[src/rtl/tx_frame_ctrl.sv]
// Transmit frame scheduler: byte FIFO feeding a bit sequencer that drives the encoder.
// Optional CRC-8 stage between payload and tail is enabled by defining TX_CRC8_EN.
module tx_frame_ctrl #(
    parameter int         PRE_LEN    = 8,
    parameter logic [7:0] SYNC_WORD  = 8'hB8,
    parameter int         PAY_BYTES  = 4,
    parameter int         TAIL_LEN   = 2,
    parameter int         GAP_LEN    = 4,
    parameter int         FIFO_DEPTH = 8
) (
    input  logic       clk,
    input  logic       reset,
    input  logic [7:0] byte_in,
    input  logic       byte_valid,
    output logic       byte_ready,
    input  logic       bit_tick,
    output logic       data_send,
    output logic       valid_send,
    output logic       frame_start,
    output logic       busy,
    output logic [7:0] frame_cnt
);
    // state | meaning
    // IDLE  | waiting for a tick with a full payload buffered
    // PRE   | alternating preamble (bit 0 already sent from IDLE)
    // SYNC  | sync word, MSB first
    // PAY   | payload bytes popped from the FIFO, MSB first
    // CRC   | CRC-8 over payload bits (TX_CRC8_EN only)
    // TAIL  | encoder flush zeros
    // GAP   | inter-frame idle ticks
    typedef enum logic [2:0] {
        S_IDLE, S_PRE, S_SYNC, S_PAY, S_CRC, S_TAIL, S_GAP
    } state_t;

    localparam int         AW        = $clog2(FIFO_DEPTH);
    localparam int         PAY_BITS  = PAY_BYTES * 8;
    localparam logic [AW:0] FULL_CNT = (AW+1)'(FIFO_DEPTH);
    localparam logic [AW:0] PAY_CNT  = (AW+1)'(PAY_BYTES);
    localparam logic [7:0] PRE_INIT  = (PRE_LEN > 1) ? 8'(PRE_LEN - 2) : 8'd7;
    localparam logic [7:0] PAY_INIT  = 8'(PAY_BITS - 1);
    localparam logic [7:0] TAIL_INIT = 8'(TAIL_LEN - 1);
    localparam logic [7:0] GAP_INIT  = 8'(GAP_LEN - 1);

    logic [7:0]    mem [FIFO_DEPTH];
    logic [AW-1:0] wr_ptr, rd_ptr;
    logic [AW:0]   count;
    logic          push, pop;
    logic [7:0]    head;

    state_t     state, state_n;
    logic [7:0] bits_left, bits_left_n;
    logic [7:0] shreg, shreg_n;
    logic       hold;
    logic       bit_cur, emit, start, cnt_inc;
`ifdef TX_CRC8_EN
    logic [7:0] crc, crc_n;
`endif

    assign byte_ready = (count != FULL_CNT);
    assign push       = byte_valid & byte_ready;
    assign head       = mem[rd_ptr];

    always_ff @(posedge clk) begin
        if (push) mem[wr_ptr] <= byte_in;
    end

    always_ff @(posedge clk or negedge reset) begin
        if (!reset) begin
            wr_ptr <= '0;
            rd_ptr <= '0;
            count  <= '0;
        end else begin
            if (push) wr_ptr <= wr_ptr + 1'b1;
            if (pop)  rd_ptr <= rd_ptr + 1'b1;
            if (push && !pop)      count <= count + 1'b1;
            else if (pop && !push) count <= count - 1'b1;
        end
    end

    always_comb begin
        state_n     = state;
        bits_left_n = bits_left;
        shreg_n     = shreg;
        bit_cur     = 1'b0;
        emit        = 1'b0;
        start       = 1'b0;
        pop         = 1'b0;
        cnt_inc     = 1'b0;
`ifdef TX_CRC8_EN
        crc_n       = crc;
`endif
        if (bit_tick) begin
            case (state)
                S_IDLE: begin
                    if (count >= PAY_CNT) begin
                        start       = 1'b1;
                        emit        = 1'b1;
                        bit_cur     = 1'b1;
                        state_n     = (PRE_LEN > 1) ? S_PRE : S_SYNC;
                        bits_left_n = PRE_INIT;
`ifdef TX_CRC8_EN
                        crc_n       = 8'h00;
`endif
                    end
                end
                S_PRE: begin
                    // preamble alternates, so each bit is the inverse of the previous one
                    emit    = 1'b1;
                    bit_cur = ~hold;
                    if (bits_left == 8'd0) begin
                        state_n     = S_SYNC;
                        bits_left_n = 8'd7;
                    end else begin
                        bits_left_n = bits_left - 1'b1;
                    end
                end
                S_SYNC: begin
                    emit    = 1'b1;
                    bit_cur = SYNC_WORD[bits_left[2:0]];
                    if (bits_left == 8'd0) begin
                        state_n     = S_PAY;
                        bits_left_n = PAY_INIT;
                    end else begin
                        bits_left_n = bits_left - 1'b1;
                    end
                end
                S_PAY: begin
                    emit = 1'b1;
                    if (bits_left[2:0] == 3'd7) begin
                        pop     = 1'b1;
                        bit_cur = head[7];
                        shreg_n = {head[6:0], 1'b0};
                    end else begin
                        bit_cur = shreg[7];
                        shreg_n = {shreg[6:0], 1'b0};
                    end
`ifdef TX_CRC8_EN
                    crc_n = {crc[6:0], 1'b0} ^ ({8{crc[7] ^ bit_cur}} & 8'h07);
`endif
                    if (bits_left == 8'd0) begin
`ifdef TX_CRC8_EN
                        state_n     = S_CRC;
                        bits_left_n = 8'd7;
`else
                        state_n     = S_TAIL;
                        bits_left_n = TAIL_INIT;
`endif
                    end else begin
                        bits_left_n = bits_left - 1'b1;
                    end
                end
`ifdef TX_CRC8_EN
                S_CRC: begin
                    emit    = 1'b1;
                    bit_cur = crc[7];
                    crc_n   = {crc[6:0], 1'b0};
                    if (bits_left == 8'd0) begin
                        state_n     = S_TAIL;
                        bits_left_n = TAIL_INIT;
                    end else begin
                        bits_left_n = bits_left - 1'b1;
                    end
                end
`endif
                S_TAIL: begin
                    emit = 1'b1;
                    if (bits_left == 8'd0) begin
                        state_n     = S_GAP;
                        bits_left_n = GAP_INIT;
                        cnt_inc     = 1'b1;
                    end else begin
                        bits_left_n = bits_left - 1'b1;
                    end
                end
                S_GAP: begin
                    if (bits_left == 8'd0) state_n = S_IDLE;
                    else                   bits_left_n = bits_left - 1'b1;
                end
                default: state_n = S_IDLE;
            endcase
        end
    end

    always_ff @(posedge clk or negedge reset) begin
        if (!reset) begin
            state     <= S_IDLE;
            bits_left <= '0;
            shreg     <= '0;
            hold      <= 1'b0;
            frame_cnt <= '0;
`ifdef TX_CRC8_EN
            crc       <= '0;
`endif
        end else begin
            state     <= state_n;
            bits_left <= bits_left_n;
            shreg     <= shreg_n;
            if (bit_tick) hold <= bit_cur;
            if (cnt_inc)  frame_cnt <= frame_cnt + 1'b1;
`ifdef TX_CRC8_EN
            crc       <= crc_n;
`endif
        end
    end

    // bit goes out combinationally on the tick itself; between ticks the last bit is held
    assign data_send   = emit ? bit_cur : hold;
    assign valid_send  = emit;
    assign frame_start = start;
    assign busy        = (state != S_IDLE);

endmodule
[config.mk]
export PLATFORM = sky130hd
export DESIGN_NAME = tx_frame_ctrl
export DESIGN_NICKNAME = d
export VERILOG_FILES = /design/src/rtl/tx_frame_ctrl.sv
export SDC_FILE = /design/constraint.sdc
export NUM_CORES = 1
export LEC_CHECK = 0
export BUFFER_PORTS_ARGS = -buffer_cell sky130_fd_sc_hd__buf_4
export CAP_MARGIN = 20
export CORE_MARGIN = 1
export CORE_UTILIZATION = 50
export DETAILED_ROUTE_END_ITERATION = 10
export GPL_TIMING_DRIVEN = 0
export PLACE_DENSITY = 0.74
export SETUP_SLACK_MARGIN = 0.3
export SLEW_MARGIN = 40
export SYNTH_ARGS = -nofsm -noshare
export SYNTH_HDL_FRONTEND = slang
export SYNTH_SLANG_ARGS = --single-unit
[constraint.sdc]
create_clock -name clk -period 6.6 [get_ports clk]
set_input_delay 0.99 -clock clk [delete_from_list [all_inputs] [get_ports clk]]
set_output_delay 0.99 -clock clk [all_outputs]
set_load 0.02 [all_outputs]
==> impl_metrics.yaml, run 1 <==
worst_setup_path:
  critPathArrivalTime_ns: 2.79
  cp.required_ns: 5.61
  critPathBufInv: 2
  cp-end-kind: "primary output"
  path_depth: 6
  crit_path_start_kind: "input port"
  reg2regPathDepth: 11
  critPathKind: "in2out"
  timing.rr.end: "count[3]"
  worstPathMaxFanout: 10
  crit_family: "simple AND/OR/NAND/NOR gates"
  reg2reg_slack_ns: 3.46
  reg2reg_from: "bits_left[2]"
  crit_path_cell_trace: "clkbuf_1, nand2b_1, nor3_1, nand3_1, o211ai_1, buf_4"
  cp_slowest_stage_delay_ns: 0.56
  crit_start: "bit_tick"
  cp_slowest_cell: "nor3_1"
sta:
  setup_viol_count_final: 0
  rsz0062_at_grt: "no"
  finalCritPeriodShare: 0.573
  skew_ns: 0.0117
  setup_tns_ns: 0
  min_period_ns: 3.78
  tightest_slew_ns: 0.845
  clock.fmax_ghz: 0.264
  drv_slew: 0
  hold_viol: 0
  max-slew-margin-rel: 0.434
routing:
  ant_nets: 0
  dr.pass1.iters: 7
  drc: 0
  wl_per_cell_um: 17.8
  vias: 3043
  wirelength_mm: 9.08
  vias_per_cell: 5.95
  drt_iter0_markers: 225
flow_run:
  maxCapViolCount: 0
layout:
  drive_gt1_frac: 0.151
  finalNonFillerCells: 511
  syn_to_final_growth_pct: 11.5
  n_antenna_cell: 0
  num-nets-final: 419
power_and_ir_drop:
  leakage_nw: 1.90
  ir_drop_mv: 0.242
  powerDensity_nw_per_um2: 396
synth:
  synth.most_common_cell: "edfxtp_1"
  ys_ff_latch: 101
  yosysTopAreaCell: "edfxtp_1"
  synth_top_flop_cell: "edfxtp_1"
  synth.area.top_cells: "edfxtp_1, dfrtp_1, mux2i_1"
  synth_commonest_cells: "edfxtp_1, dfrtp_1, mux2i_1, nand2_1, nor2_1"
  syn_area_um2: 4630
  synth_cells: 362
  synth_nets: 383
  ys_warn_count: 0
  avgSynthCellArea_um2: 12.8
  async_reset_ff_frac: 0.366
  ys_types: 53
  synth_top_area_share: 0.415
  synth_edf_count: 64
  seq_area_frac_synth: 0.614
clocking:
  numClockSinks: 101
  numCtsBuffers: 9
  hold_buffers: 0
  root_buffer: "clkbuf_8"
  cts_buffer_depth: 2
  h-tree-depth: 3
  cts_tree: "built"
  postCtsResizedCells: 0
  worstSkewPairLatency_ns: 0.37
  clk_pin_slew_worst_paths_ns: 0.10
  post_cts_buffers: 0
floorplanning:
  die_w_um: 98.3
  fp.dieArea_um2: 9660
  die_h_um: 98.3
  placementRows: 34
  io_pins: 25
  core_um2: 8850
  initial_utilization: 0.524
grt:
  grt_max_degree: 38
  grt_pass1_wl_mm: 14.3
  grt_pass1_vias: 2920
  grt_usage: 0.196
  overflow: 0
  antenna_found_initial: 0
placement:
  gp_congestion: 0.847
  io_buffers: 23
  hpwl_mm: 6.14
  placedCellCount: 495
min_path:
  min_from: "frame_cnt[7]"
  worstHoldPathCells: 1
  hp-class: "reg2reg"
  hold_path_end: "frame_cnt[7]"
outcome:
  outcome: "finished clean"
==> cell families (layout without fill, tap and decap cells) <==
kind of cell,after synthesis,count (layout),synth area share
AOI/OAI and AO/OA,67,67,0.103
adders and majority gates,9,9,0.0259
DFF,101,101,0.614
muxes,36,36,0.0840
buffers and inverters,28,69,0.0246
and+or+nand+nor,106,106,0.120
xor gates and xnor gates,15,15,0.0283
==> worst max path at each step <==
| stage | to | slack [ns] |
|---|---|---|
| floorplan | count[3] | 3.46 |
| global placement | data_send | 2.87 |
| detailed placement | data_send | 2.89 |
| CTS | data_send | 2.89 |
| global route | data_send | 2.71 |
| finish | data_send | 2.82 |
==> flip-flops by register name, indices dropped and copies added (netlist names) <==
name / cells
bits_left: 8
hold: 1
frame_cnt: 8
count: 4
state: 3
wr_ptr: 3
shreg: 7
mem: 64
rd_ptr: 3
==> power breakdown <==
part,internal [mW],switching (mW),total [mW]
sequential,0.815,0.0979,0.913
clock,0.148,0.230,0.379
combinational,0.316,0.437,0.753
total,1.28,0.765,2.04
==> cell type report <==
class | instances | area (um2)
clock buffer | 10 | 128
inverter | 8 | 30.0
timing repair buffer | 25 | 188
multi-input combinational | 233 | 1690
buffer | 20 | 83.8
sequential | 101 | 2850
tap | 108 | 135
fill | 724 | 3680
clock inverter | 6 | 63.8
==> metal layers <==
| metal | up-vias | share of wire | global-route usage |
|---|---|---|---|
| li1 | 1438 | - | - |
| met1 | 1481 | 0.41 | 0.237 |
| met2 | 104 | 0.51 | 0.342 |
| met3 | 20 | 0.056 | 0.0523 |
| met4 | 0 | 0.021 | 0.0574 |
| met5 | - | 0 | 0 |
==> placed cells by master (no fill, tap or decap), types with 2 or more instances in the layout <==
cell type / instances
edfxtp_1: 64
dfrtp_1: 37
mux2i_1: 31
nand2_1: 25
buf_4: 25
nor2_1: 19
clkbuf_1: 18
a22oi_1: 14
nand3_1: 12
o21ai_0: 11
nor3_1: 10
xnor2_1: 10
clkbuf_8: 9
inv_1: 8
ha_1: 8
nand2b_1: 7
o211ai_1: 7
a31oi_1: 7
a21oi_1: 6
a22o_1: 6
nor4_1: 5
xor2_1: 5
and2_1: 4
nor2_2: 3
nor2b_1: 3
nand4_1: 3
mux2_2: 3
nor3_2: 2
or2_2: 2
or4_4: 2
a31o_2: 2
a32o_1: 2
o22ai_1: 2
mux4_2: 2
inv_6: 2
inv_8: 2
==> metrics by stage <==
| stage | instance area (um2) | hold WS, ns | setup slack, ns | total power, mW | utilization |
|---|---|---|---|---|---|
| CTS | 5170 | 0.484 | 2.89 | 2.05 | 0.584 |
| global placement | 4940 | 0.458 | 2.87 | 1.63 | 0.559 |
| global route | 5170 | 0.496 | 2.71 | 2.16 | 0.584 |
| floorplan | 4630 | 0.480 | 3.46 | 1.46 | - |
| finish | 5170 | 0.476 | 2.82 | 2.04 | 0.584 |
| detailed placement | 4970 | 0.467 | 2.89 | 1.67 | 0.562 |
==> worst reg2reg max path, delay by kind of cell, from the launching register on <==
family	cells	cell delay [ns]
compound gates	2	0.34
xor+xnor	1	0.13
simple gates	2	0.88
buf+inv	3	0.64
fa+ha+maj	2	0.50
mux	1	0.24
flops	1	0.35
Note: power is estimated with default switching activity, not from simulation.
==> run 2: changes to the inputs <==
--- a/config.mk
+++ b/config.mk
@@ -11,7 +11,7 @@
 export CORE_UTILIZATION = 50
 export DETAILED_ROUTE_END_ITERATION = 10
 export GPL_TIMING_DRIVEN = 0
-export PLACE_DENSITY = 0.74
+export PLACE_DENSITY = 0.77
 export SETUP_SLACK_MARGIN = 0.3
 export SLEW_MARGIN = 40
 export SYNTH_ARGS = -nofsm -noshare
==> constraint.sdc (replaced) <==
create_clock -name clk -period 3.3 [get_ports clk]
set_input_delay 0.495 -clock clk [delete_from_list [all_inputs] [get_ports clk]]
set_output_delay 0.495 -clock clk [all_outputs]
set_load 0.02 [all_outputs]
==> run 2 against run 1 <==
Net effect: register-to-register slack got worse by 3.0 ns; sequential power rose by 100%; power rose by 100%; critical path type is now reg2reg; highest routed layer unchanged.
==> impl_metrics.yaml, run 2 (synthesis gave the netlist of run 1 again) <==
outcome:
  outcome: "finished clean"
floorplanning:
  die_w_um: 98.3
  initial_utilization: 0.524
  io_pins: 25
  placementRows: 34
  die_h_um: 98.3
  fp.dieArea_um2: 9660
  core_um2: 8850
worst_setup_path:
  cp-end-kind: "flip-flop"
  reg2reg_from: "bits_left[2]"
  reg2reg_slack_ns: 0.45
  critPathBufInv: 3
  critPathArrivalTime_ns: 3.16
  critPathKind: "reg2reg"
  crit_start: "bits_left[2]"
  cp_slowest_stage_delay_ns: 0.35
  crit_path_start_kind: "flip-flop"
  reg2regPathDepth: 11
  timing.rr.end: "count[3]"
  cp.required_ns: 3.61
  worstPathMaxFanout: 10
  crit_path_cell_trace: "clkbuf_1, nand2_1, nor3_4, inv_1, ha_1, inv_1, ha_1, a21o_1, a21oi_1, mux2i_1, xnor2_1"
  crit_family: "simple AND/OR/NAND/NOR gates"
  cp_slowest_cell: "nor3_4"
routing:
  vias_per_cell: 5.87
  wl_per_cell_um: 17.0
  vias: 2986
  met2WireLength_mm: 4.37
  ant_nets: 0
  wl_met1_mm: 3.75
  drt_iter0_markers: 197
  wirelength_mm: 8.67
  drc: 0
  dr.pass1.iters: 7
  dr.max_layer_used: "met4"
  route.met3.wl_um: 393
sta:
  finalCritPeriodShare: 0.865
  clock.fmax_ghz: 0.350
  setup_tns_ns: 0
  setup_viol_count_final: 0
  tightest_slew_ns: 0.831
  max-slew-margin-rel: 0.443
  skew_ns: 0.0158
  holdWs_ns: 0.0609
  drv_slew: 0
  hold_viol: 0
  rsz0062_at_grt: "yes"
  min_period_ns: 2.85
layout:
  layout_common_cells: "edfxtp_1, dfrtp_1, mux2i_1, nand2_1, buf_4"
  syn_to_final_growth_pct: 12.0
  stdcell_area_um2: 5190
  num-nets-final: 417
  largest-register: "mem"
  fillCellCount: 690
  mostFrequentLayoutCell: "edfxtp_1"
  largest_reg_flops: 64
  largestRegisters: "mem x64, bits_left x8, frame_cnt x8"
  finalNonFillerCells: 509
  drive_gt1_frac: 0.160
  n_antenna_cell: 0
placement:
  io_buffers: 23
  hpwl_mm: 5.95
  placedCellCount: 493
  gp_congestion: 0.860
  placedInstanceArea_um2: 4950
power_and_ir_drop:
  powerDensity_nw_per_um2: 795
  leakage_nw: 1.92
  p_comb_frac: 0.363
  p_int_mw: 2.56
  total_power_mw: 4.13
  sw_frac_of_total: 0.379
  p_sw_mw: 1.56
  seqPwrFrac: 0.443
  pwr-share-clk: 0.193
  ir_drop_mv: 0.379
grt:
  grt_max_degree: 38
  grt_usage: 0.193
  grt_pass1_vias: 2900
  overflow: 0
  antenna_found_initial: 0
  grt_pass1_wl_mm: 14.1
flow_run:
  maxCapViolCount: 0
min_path:
  hp-class: "in2async"
clocking:
  numCtsBuffers: 9
  h-tree-depth: 3
  post_cts_buffers: 0
  cts_buffer_depth: 2
  clk_pin_slew_worst_paths_ns: 0.11
  worstSkewPairLatency_ns: 0.38
  cts_tree: "built"
  root_buffer: "clkbuf_8"
  numClockSinks: 101
## run 2: area by class of cell
| class | count | area (um2) | share of cell area |
|---|---|---|---|
| timing repair buffer | 23 | 173 | 0.0333 |
| tap | 108 | 135 | 0.0260 |
| clock inverter | 7 | 83.8 | 0.0162 |
| inverter | 8 | 30.0 | 0.00579 |
| buffer | 20 | 86.3 | 0.0166 |
| multi-input combinational | 233 | 1710 | 0.330 |
| clock buffer | 9 | 124 | 0.0239 |
| sequential | 101 | 2850 | 0.549 |
## run 2: repair_timing
item,CTS,global route
resized for setup,2,3
pin swaps,0,0
setup endpoints to repair,2,2
hold buffers,0,0
## run 2: worst max path at each step
stage	endpoint	cells after the start
detailed placement	count[3]	11
finish	count[3]	11
floorplan	count[3]	10
CTS	count[3]	11
global route	count[3]	11
global placement	count[3]	11
## run 2: power groups by stage
stage	clock network (mW)	registers [mW]	logic, mW
5_1_grt	0.854	1.86	1.66
4_1_cts	0.812	1.82	1.49
6_report	0.798	1.83	1.50
2_1_floorplan	0	1.80	1.12
3_5_place_dp	0	1.85	1.48
3_3_place_gp	0	1.83	1.43
## run 2: metal layers
| layer | GRT usage | vias to the layer above |
|---|---|---|
| li1 | - | 1434 |
| met1 | 0.233 | 1458 |
| met2 | 0.333 | 81 |
| met3 | 0.0422 | 13 |
| met4 | 0.0884 | 0 |
| met5 | 0 | - |
## run 2: worst reg2reg max path, stage by stage (launching register included)
cell and delay [ns]:
dfrtp_1 0.34, clkbuf_1 0.33, nand2_1 0.32, nor3_4 0.35, inv_1 0.12, ha_1 0.21, inv_1 0.12, ha_1 0.25
a21o_1 0.18, a21oi_1 0.19, mux2i_1 0.25, xnor2_1 0.14
## run 2: through the flow
step,setup slack (ns),util
2_1_floorplan,0.566,-
3_3_place_gp,0.206,0.559
3_5_place_dp,0.114,0.560
4_1_cts,0.361,0.584
5_1_grt,0.228,0.587
6_report,0.446,0.587
==> run 3: changes to the inputs <==
--- a/config.mk
+++ b/config.mk
@@ -11,7 +11,7 @@
 export CORE_UTILIZATION = 50
 export DETAILED_ROUTE_END_ITERATION = 10
 export GPL_TIMING_DRIVEN = 0
-export PLACE_DENSITY = 0.77
+export PLACE_DENSITY = 0.67
 export SETUP_SLACK_MARGIN = 0.3
 export SLEW_MARGIN = 40
 export SYNTH_ARGS = -nofsm -noshare
==> constraint.sdc (replaced) <==
create_clock -name clk -period 2.9 [get_ports clk]
set_input_delay 0.435 -clock clk [delete_from_list [all_inputs] [get_ports clk]]
set_output_delay 0.435 -clock clk [all_outputs]
set_load 0.02 [all_outputs]
==> run 3 against run 2 <==
Net effect: non-clock buffer count increased by 9; die area unchanged; hold slack got worse by 0.038 ns; wire length increased by 4.0%; setup slack got worse by 0.040 ns; clock-buffer cell count unchanged; combinational power increased by 23%; clock skew decreased by 0.0054 ns; critical endpoint unchanged.
==> impl_metrics.yaml, run 3 (synthesis gave the netlist of run 1 again) <==
sta:
  skew_ns: 0.0104
  holdWs_ns: 0.0229
  max-slew-margin-rel: 0.452
  setup_viol_count_final: 0
  min_period_ns: 2.49
  tightest_slew_ns: 0.822
  clock.fmax_ghz: 0.401
  finalCritPeriodShare: 0.860
  rsz0062_at_grt: "yes"
  hold_viol: 0
  drv_slew: 0
power_and_ir_drop:
  leakage_nw: 2.00
  ir_drop_mv: 0.558
  powerDensity_nw_per_um2: 913
clocking:
  worstSkewPairLatency_ns: 0.36
  numClockSinks: 101
  clk_pin_slew_worst_paths_ns: 0.10
  root_buffer: "clkbuf_8"
  cts_tree: "built"
  numCtsBuffers: 9
  h-tree-depth: 3
  cts_buffer_depth: 2
  hold_buffers: 0
placement:
  io_buffers: 23
  gp_congestion: 0.856
  placedCellCount: 494
  hpwl_mm: 5.95
grt:
  grt_usage: 0.202
  busiest_layer: "met2"
  met1_usage: 0.238
  grt_max_degree: 38
  grt_pass1_wl_mm: 14.7
  use_met3: 0.0444
  antenna_found_initial: 0
  met2_usage: 0.355
  overflow: 0
  grt_pass1_vias: 2968
routing:
  drc: 0
  wl_per_cell_um: 17.4
  drt_iter0_markers: 161
  ant_nets: 0
  wirelength_mm: 9.02
  vias_per_cell: 5.83
  dr.pass1.iters: 6
  vias: 3020
worst_setup_path:
  cp_slowest_stage_delay_ns: 0.53
  worstPathMaxFanout: 6
  critPathKind: "reg2reg"
  cp_slowest_cell: "or4b_4"
  cp.required_ns: 3.19
  cp-end-kind: "flip-flop"
  crit_path_cell_trace: "or4b_4, and2_4, buf_4, ha_2, inv_2, ha_1, a21o_1, a21oi_2, mux2i_1, xnor2_1"
  critPathArrivalTime_ns: 2.78
  crit_path_start_kind: "flip-flop"
floorplanning:
  die_h_um: 98.3
  placementRows: 34
  core_um2: 8850
  fp.dieArea_um2: 9660
  die_w_um: 98.3
  initial_utilization: 0.524
  io_pins: 25
layout:
  n_antenna_cell: 0
  syn_to_final_growth_pct: 14.9
  layout_common_cells: "edfxtp_1, dfrtp_1, buf_4, mux2i_1, nand2_1"
  largestRegisters: "mem x64, bits_left x8, frame_cnt x8"
  largest-register: "mem"
  utilization: 0.602
  mostFrequentLayoutCell: "edfxtp_1"
  finalNonFillerCells: 518
  drive_gt1_frac: 0.234
  largest_reg_flops: 64
  num-nets-final: 426
flow_run:
  maxCapViolCount: 0
outcome:
  outcome: "finished clean"
min_path:
  hp-class: "in2async"
## run 3: changes by cell type in the layout (fill, tap and decap cells not counted), moves of 3 or more
cell / delta
clkbuf_2: +7
buf_4: +10
dfrtp_2: +3
dfrtp_1: -3
nor2_1: -3
clkbuf_1: -9
nor2_2: +3
## run 3: power by group
part           leakage (nW)  switching [mW]  internal (mW)
Clock                 0.111           0.528          0.426
Sequential             1.04           0.207           1.86
Combinational         0.848            1.05          0.787
Total                  2.00            1.79           3.07
## run 3: path summary, 6_finish.rpt
| check | from | end | slack, ns | cells past startpoint |
|---|---|---|---|---|
| worst max-delay path | count[2] | count[3] | 0.41 | 10 |
| worst min-delay path | reset | bits_left[5] | 0.02 | 1 |
| worst max register to register | count[2] | count[3] | 0.41 | 10 |
| worst min register to register | frame_cnt[7] | frame_cnt[7] | 0.48 | 1 |
| max in group asynchronous | reset | bits_left[0] | 2.50 | 1 |
| min in group clk | byte_in[5] | mem[2][5] | 0.29 | 1 |
## run 3: layout make-up
| type | count | area, um2 |
|---|---|---|
| plain buffers | 20 | 103 |
| clock buffers | 9 | 124 |
| clock inverters | 7 | 95.1 |
| fillers | 682 | 3520 |
| inverters | 8 | 30.0 |
| multi-input cells | 233 | 1750 |
| flip-flops and latches | 101 | 2850 |
| well taps | 108 | 135 |
| repair buffers | 32 | 240 |
## run 3: layer usage
| metal | wire [um] | up-vias |
|---|---|---|
| met4 | 117 | 0 |
| met5 | 0 | - |
| li1 | - | 1452 |
| met2 | 4750 | 63 |
| met1 | 3850 | 1494 |
| met3 | 299 | 11 |
## run 3: worst max-delay path, delay by kind of cell (launching register included)
kind,cells,cell delay (ns)
muxes,1,0.22
and+or+nand+nor,2,0.70
buffers and inverters,2,0.23
xor gates and xnor gates,1,0.13
adders and majority gates,2,0.42
DFF,1,0.41
AOI/OAI and AO/OA,2,0.31
## run 3: what timing repair did
| item | CTS | global route |
|---|---|---|
| pin swaps | 1 | 4 |
| resized for setup | 13 | 17 |
| buffers inserted | 3 | 5 |
| setup endpoints to repair | 4 | 2 |
| gates cloned | 0 | 0 |
## run 3: metrics by stage
step | power, mW | cell area (um2) | setup TNS, ns | setup WS, ns
2_1_floorplan | 3.32 | 4640 | 0 | 0.304
3_5_place_dp | 3.80 | 4970 | -0.343 | -0.292
4_1_cts | 4.82 | 5240 | 0 | 0.294
6_report | 4.86 | 5320 | 0 | 0.406
3_3_place_gp | 3.75 | 4950 | -0.212 | -0.212
5_1_grt | 5.14 | 5320 | 0 | 0.299
